[src/rtl/program_loader.sv]
// Boot-time instruction-memory writer: takes a framed, checksummed byte stream,
// assembles big-endian words, writes them from address 0 and then releases the CPU.
module program_loader #(
  parameter int ADDR_W = 10,
  parameter int DEPTH  = 1024
) (
  input  logic              clk,
  input  logic              rst_n,
  input  logic              start,
  input  logic              byte_valid,
  input  logic [7:0]        byte_data,
  output logic              byte_ready,
  output logic              mem_we,
  output logic [ADDR_W-1:0] mem_addr,
  output logic [31:0]       mem_wdata,
  output logic              busy,
  output logic              cpu_run,
  output logic              error,
  output logic [ADDR_W:0]   word_count
);

  typedef enum logic [2:0] {
    S_IDLE,
    S_HDR_HI,
    S_HDR_LO,
    S_DATA,
    S_WRITE,
    S_CHK,
    S_DONE,
    S_ERROR
  } state_t;

  localparam logic [16:0] DEPTH_L = 17'(DEPTH);

  state_t            state_reg, state_next;
  logic [7:0]        n_hi_reg;
  logic [15:0]       n_reg;
  logic [1:0]        lane_reg;
  logic [31:0]       word_reg;
  logic [ADDR_W-1:0] idx_reg;
  logic [ADDR_W:0]   count_reg;
  logic [7:0]        xor_reg;

  logic              xfer;
  logic              start_accept;
  logic              last_word;
  logic [15:0]       n_rx;

  // Outputs are pure decodes of the state register plus datapath flops.
  assign byte_ready = (state_reg == S_HDR_HI) || (state_reg == S_HDR_LO) ||
                      (state_reg == S_DATA)   || (state_reg == S_CHK);
  assign busy       = byte_ready || (state_reg == S_WRITE);
  assign mem_we     = (state_reg == S_WRITE);
  assign cpu_run    = (state_reg == S_DONE);
  assign error      = (state_reg == S_ERROR);
  assign mem_addr   = idx_reg;
  assign mem_wdata  = word_reg;
  assign word_count = count_reg;

  assign xfer         = byte_valid && byte_ready;
  assign start_accept = start && ((state_reg == S_IDLE) || (state_reg == S_DONE) ||
                                  (state_reg == S_ERROR));
  assign n_rx         = {n_hi_reg, byte_data};
  assign last_word    = ((32'(count_reg) + 32'd1) == 32'(n_reg));

  always_ff @(posedge clk or negedge rst_n) begin
    if (!rst_n) begin
      state_reg <= S_IDLE;
    end else begin
      state_reg <= state_next;
    end
  end

  always_comb begin
    state_next = state_reg;
    case (state_reg)
      S_IDLE, S_DONE, S_ERROR: begin
        if (start) state_next = S_HDR_HI;
      end
      S_HDR_HI: begin
        if (xfer) state_next = S_HDR_LO;
      end
      S_HDR_LO: begin
        if (xfer) begin
          if ({1'b0, n_rx} > DEPTH_L) state_next = S_ERROR;
          else if (n_rx == 16'd0)     state_next = S_CHK;
          else                        state_next = S_DATA;
        end
      end
      S_DATA: begin
        if (xfer && (lane_reg == 2'd3)) state_next = S_WRITE;
      end
      S_WRITE: begin
        state_next = last_word ? S_CHK : S_DATA;
      end
      S_CHK: begin
        if (xfer) state_next = (byte_data == xor_reg) ? S_DONE : S_ERROR;
      end
      default: state_next = S_IDLE;
    endcase
  end

  always_ff @(posedge clk or negedge rst_n) begin
    if (!rst_n) begin
      n_hi_reg  <= '0;
      n_reg     <= '0;
      lane_reg  <= '0;
      word_reg  <= '0;
      idx_reg   <= '0;
      count_reg <= '0;
      xor_reg   <= '0;
    end else if (start_accept) begin
      // Memory is left untouched; only the per-load bookkeeping restarts.
      lane_reg  <= '0;
      word_reg  <= '0;
      idx_reg   <= '0;
      count_reg <= '0;
      xor_reg   <= '0;
    end else begin
      if (xfer && (state_reg != S_CHK)) begin
        xor_reg <= xor_reg ^ byte_data;
      end
      if (xfer && (state_reg == S_HDR_HI)) begin
        n_hi_reg <= byte_data;
      end
      if (xfer && (state_reg == S_HDR_LO)) begin
        n_reg <= n_rx;
      end
      if (xfer && (state_reg == S_DATA)) begin
        word_reg <= {word_reg[23:0], byte_data};
        lane_reg <= lane_reg + 2'd1;
      end
      if (state_reg == S_WRITE) begin
        count_reg <= count_reg + 1'b1;
        // Hold the index on the final word so it never passes DEPTH-1.
        if (!last_word) idx_reg <= idx_reg + 1'b1;
      end
    end
  end

endmodule

[config.mk]
export PLATFORM = sky130hd
export DESIGN_NAME = program_loader
export DESIGN_NICKNAME = d
export VERILOG_FILES = /design/src/rtl/program_loader.sv
export SDC_FILE = /design/constraint.sdc
export NUM_CORES = 1
export LEC_CHECK = 0
export CORE_ASPECT_RATIO = 1.75
export CORE_UTILIZATION = 50
export CTS_CLUSTER_SIZE = 28
export DETAILED_ROUTE_END_ITERATION = 7
export DONT_BUFFER_PORTS = 1
export PLACE_DENSITY = 0.76
export SLEW_MARGIN = 20
export SYNTH_ARGS = -nofsm -noshare
export SYNTH_HDL_FRONTEND = slang
export SYNTH_SLANG_ARGS = --single-unit
[constraint.sdc]
create_clock -name clk -period 4.4 [get_ports clk]
set_input_delay 1.1 -clock clk [delete_from_list [all_inputs] [get_ports clk]]
set_output_delay 1.1 -clock clk [all_outputs]
set_load 0.01 [all_outputs]
## After elaboration in Yosys (flattened, before gate mapping)

Cells that the tools add are included.

- Add/sub/neg operators: 4
- $mul: 0
- Divide/modulo/power cells: 0
- $lt $le $gt $ge: 1
- Equal/unequal tests: 17
- Shift operators: 0
- Multiplexer cells: 21
- Bitwise operators: 2
- Reductions and logical operators: 23

Operator list:

| operator | count |
|---|---|
| 32-bit two-way mux | 2 |
| 10-bit two-way mux | 3 |
| 3-bit two-way mux | 8 |
| 11-bit two-way mux | 2 |
| 3-bit one-hot mux with 6 select lines | 1 |
| 12-bit by 16-bit equality test with 1-bit output | 1 |
| 16-bit by 11-bit > comparator with 1-bit output (second input constant) | 1 |
| 16-bit zero test | 1 |
| 8-bit two-way mux | 2 |
| 11-bit by 1-bit adder with 12-bit output (second input constant) | 1 |
| 3-bit equality test (second input constant) | 4 |
| 11-bit by 1-bit adder with 11-bit output (second input constant) | 1 |
| 10-bit by 1-bit adder with 10-bit output (second input constant) | 1 |
| 2-bit != test (second input constant) | 5 |
| 8-bit equality test | 1 |
| 8-bit XOR | 1 |
| 1-bit logical AND | 7 |
| 3-bit by 2-bit equality test with 1-bit output (second input constant) | 2 |
| 1-bit logical OR | 6 |
| 2-bit AND reduction | 3 |
| 2-bit nonzero test | 3 |
| 5-bit AND reduction | 1 |
| 2-bit two-way mux | 2 |
| 3-bit by 1-bit equality test with 1-bit output (second input constant) | 1 |
| other kinds (8) | 8 |

- Bits in registers: 90
- Latch bits: 0
- Memory bits (writable): 0
- Memory bits (read-only): 0
- Output and inout port bits: 58
- Word-level logic and storage cells: 76
- Memories kept: 0

## Depth between registers and ports, before layout

- Word-level depth: 8
- Mapped depth: 9
- Gate-level depth less buffers: 8

## Least setup slack after synthesis

OpenSTA, ideal clock, no wires.

- Kind: input -> register
- Start: input port byte_valid
- End: register n_reg[10]
- Setup time: 0.125 ns
- Arrival time: 2.423 ns
- Data required time: 4.275 ns
- Slack: 1.852 ns
- Stages: 4
- Buffers on the path: 1
- Path through: inv_1 nor3_1 buf_2 mux2_2

- Cells in the longest elaborated chain, start to end: 3

Ends and longest elaborated chain:

| what | line | text |
|---|---|---|
| start: declaration | 10 | `input logic byte_valid,` |
| 1-bit logical AND | 60 | `assign xfer = byte_valid && byte_ready;` |
| 1-bit logical AND | 126 | `if (xfer && (state_reg == S_HDR_LO)) begin` |
| 2-bit AND reduction (no line) | -- |  |
| end signal: assignment | 127 | `n_reg <= n_rx;` |
| end: declaration | 37 | `logic [15:0] n_reg;` |

Every way passes these cells.
A chain may end at the register's enable or synchronous reset.

## Worst setup path after layout

- Start: register count_reg[0], in the netlist word_count[0]
- End: register state_reg[1]

- Cells in the longest elaborated chain, start to end: 4

Ends and longest elaborated chain:

| what | line | text |
|---|---|---|
| start: declaration | 41 | `logic [ADDR_W:0] count_reg;` |
| start signal: assignment | 134 | `count_reg <= count_reg + 1'b1;` |
| 11-bit by 1-bit adder with 12-bit output | 64 | `assign last_word = ((32'(count_reg) + 32'd1) == 32'(n_reg));` |
| 12-bit by 16-bit equality test with 1-bit output | 64 |  |
| 3-bit two-way mux | 94 | `state_next = last_word ? S_CHK : S_DATA;` |
| 3-bit one-hot mux with 6 select lines | 76 | `case (state_reg)` |
| end signal: assignment | 70 | `state_reg <= state_next;` |
| end: declaration | 35 | `state_t state_reg, state_next;` |

Every way passes these cells.

==> summary.txt <==
Run status
  • Status: finished clean

Setup path
  • Worst path cell trace: ha_1, nand3_1, or4_1, nor2_1, a311oi_1, nor4_4, nand2b_1, o311ai_0
  • Reg2reg end: state_reg[1]
  • Reg2Reg Depth: 8
  • CP max-delay cell: nor4_4
  • Data required time at the worst endpoint: 4.60 ns
  • Critical Path Source Type: register
  • Top delay family on crit path: simple AND/OR/NAND/NOR gates
  • Kind of critical path: reg -> reg
  • Critical Path Fanout Max: 18
  • CP Capture Type: register
  • Worst reg-to-reg setup slack: 1.42 ns
  • Buf/Inv on CP: 0
  • RR Startpoint: word_count[0]
  • Slowest stage delay, CP: 0.64 ns
  • Worst EP arrival: 3.18 ns

Synth
  • Synth Net Count: 474
  • Synth warn: 0
  • Area fraction of the dominant cell type after synthesis: 51.61%
  • Sequential area share after synthesis: 51.61%
  • Top post-synthesis cells by area: dfrtp_1, nand2_1, mux2_2, a21oi_1, xnor2_1
  • #FFs+latches synth: 90
  • Syn Area/Cell: 9.508 µm²
  • Synth Cell Area: 4364 µm²
  • Cell taking the most area after synthesis: dfrtp_1
  • Count of cell types in the netlist: 47
  • EDFF count, synth: 0
  • Post-Syn Instances: 459
  • Most common flop cell mapped by yosys: dfrtp_1
  • Ys async rst share: 100.0%

Detailed routing
  • Wirelength per Cell: 17.53 µm
  • DRT Pass-1 Iters: 4
  • First-iteration detailed-routing DRC count: 296
  • DRT antenna net count: 0
  • Routed WL: 9.976 mm
  • Vias per cell: 5.963
  • Remaining DRCs: 0
  • Routed vias: 3393

Cells and area
  • Cell area after layout: 4760 µm²
  • Fraction of layout cells with a size suffix above 1: 11.23%
  • Antenna cells: 0
  • Area of the multi-input gates: 2024 µm²
  • Most common cell after layout, fill and taps aside: nand2_1
  • NumNets Final: 464
  • Max reg flops: 32
  • FILL cells: 717
  • Sequential Area: 2252 µm²
  • Most frequent cells in the layout: nand2_1, dfrtp_1, a21oi_1
  • Area growth from synthesis to layout: 9.060%

Clocking
  • Worst-path clk slew: 0.06 ns
  • Clock Sink Count: 90
  • Worst skew pair latency: 0.35 ns
  • Post-CTS Resized: 0
  • Post-CTS Setup Inserts: 0
  • CTS Root Cell: clkbuf_16
  • Max H-tree Level: 3
  • Max clock buf depth: 2
  • TritonCTS clock tree: yes
  • Hold Buf Count CTS: 0
  • TritonCTS Buffers: 9

STA
  • RSZ-0062 raised after global routing: no
  • Final setup viols: 0
  • Post-route setup TNS: 0 ns
  • Final period util: 67.65%
  • Fmax: 336.0 MHz
  • Final hold vios: 0
  • Slew Limit Fails: 0
  • Slew headroom: 26.28%
  • Min Tclk post-route: 2.977 ns
  • Worst slew pin tran: 1.097 ns
  • Setup Skew: 0.006424 ns

Global route
  • First-pass GRT wire length: 16.19 mm
  • Gr ovfl total: 0
  • Initial antenna violation count: 0
  • Overall Global Routing Usage: 23.35%
  • Largest net degree at the start of global routing: 91
  • Number of global-route vias before repair: 3273

Floorplan
  • Total core area: 8368 µm²
  • # rows: 44
  • Die Area: 9121 µm²
  • Initial Util: 52.15%
  • I/O pin cnt: 70
  • Die width: 72.63 µm
  • Die H: 125.6 µm

Run
  • Max_cap viols: 0

Placement
  • Port-buffer cells: 0
  • Dpl hpwl: 6.835 mm
  • Routability Congestion: 0.8629
  • Post-Place Cell Area: 4438 µm²

Power and ir drop
  • Maximum vdd drop: 0.3554 mV
  • PwrDens: 629.3 nW/µm²
  • Cell leakage power: 1.950 nW

Min path
  • Hold Path Class: in -> async
[cell type report]
type / count / area share (%)
clock inverters: 7 / 1.761
multi-input cells: 341 / 42.53
well taps: 115 / 3.023
inverters: 6 / 0.4732
flip-flops and latches: 90 / 47.32
repair buffers: 1 / 0.1577
clock buffers: 9 / 4.732
[synth_stat cells, drive strengths merged, types with 6 or more instances]
cell,number
nand3,12
clkbuf,18
xor2,7
dfrtp,90
nor2,19
a21oi,46
o31ai,11
inv,6
mux2,23
nand2,107
xnor2,18
o21ai,31
nor3,10
[how the worst max path moves through the flow]
stage	startpoint	cells after the start	endpoint
2_1_floorplan	byte_valid	4	n_reg[10]
3_3_place_gp	word_count[0]	8	state_reg[1]
3_5_place_dp	word_count[0]	8	state_reg[1]
4_1_cts	word_count[0]	8	state_reg[1]
5_1_grt	word_count[0]	8	state_reg[1]
6_report	word_count[0]	8	state_reg[1]
[routing by layer]
layer,track usage (%),routed length (µm),vias up
met5,0,0,-
met4,11.76,265,0
met3,5.721,557,20
met2,38.37,5240,107
met1,27.95,3912,1671
li1,-,-,1595
[logic make-up (layout without fill, tap and decap cells)]
| family | Yosys count | after routing | share of synthesized area [%] |
|---|---|---|---|
| multiplexers | 23 | 23 | 5.935 |
| XOR/XNOR | 25 | 25 | 5.017 |
| adder cells (fa/ha/maj) | 3 | 3 | 0.8602 |
| buffers and inverters | 28 | 23 | 2.580 |
| AO/OA/AOI/OAI | 109 | 109 | 14.62 |
| flip-flops | 90 | 90 | 51.61 |
| AND/OR/NAND/NOR | 181 | 181 | 19.38 |
[where the power goes]
part           internal (mW)  leakage [nW]  total, mW  switching [mW]
Clock                  0.451         0.149      0.793           0.342
Combinational          0.366         0.615      0.837           0.471
Sequential              1.07          1.19       1.37           0.296
Total                   1.89          1.95       3.00            1.11
[through the flow]
step	worst slack (ns)	util [%]	hold slack [ns]	instances	power, mW
after floorplan	1.852	-	0.4759	459	1.996
after detailed placement	1.456	53.04	0.4990	553	2.198
after global routing	1.185	56.88	0.4315	569	3.184
after CTS	1.428	56.73	0.4319	569	3.001
final	1.423	56.88	0.4413	569	2.995
after global placement	1.612	53.04	0.4930	553	2.161
(Power assumes the default switching activity.)
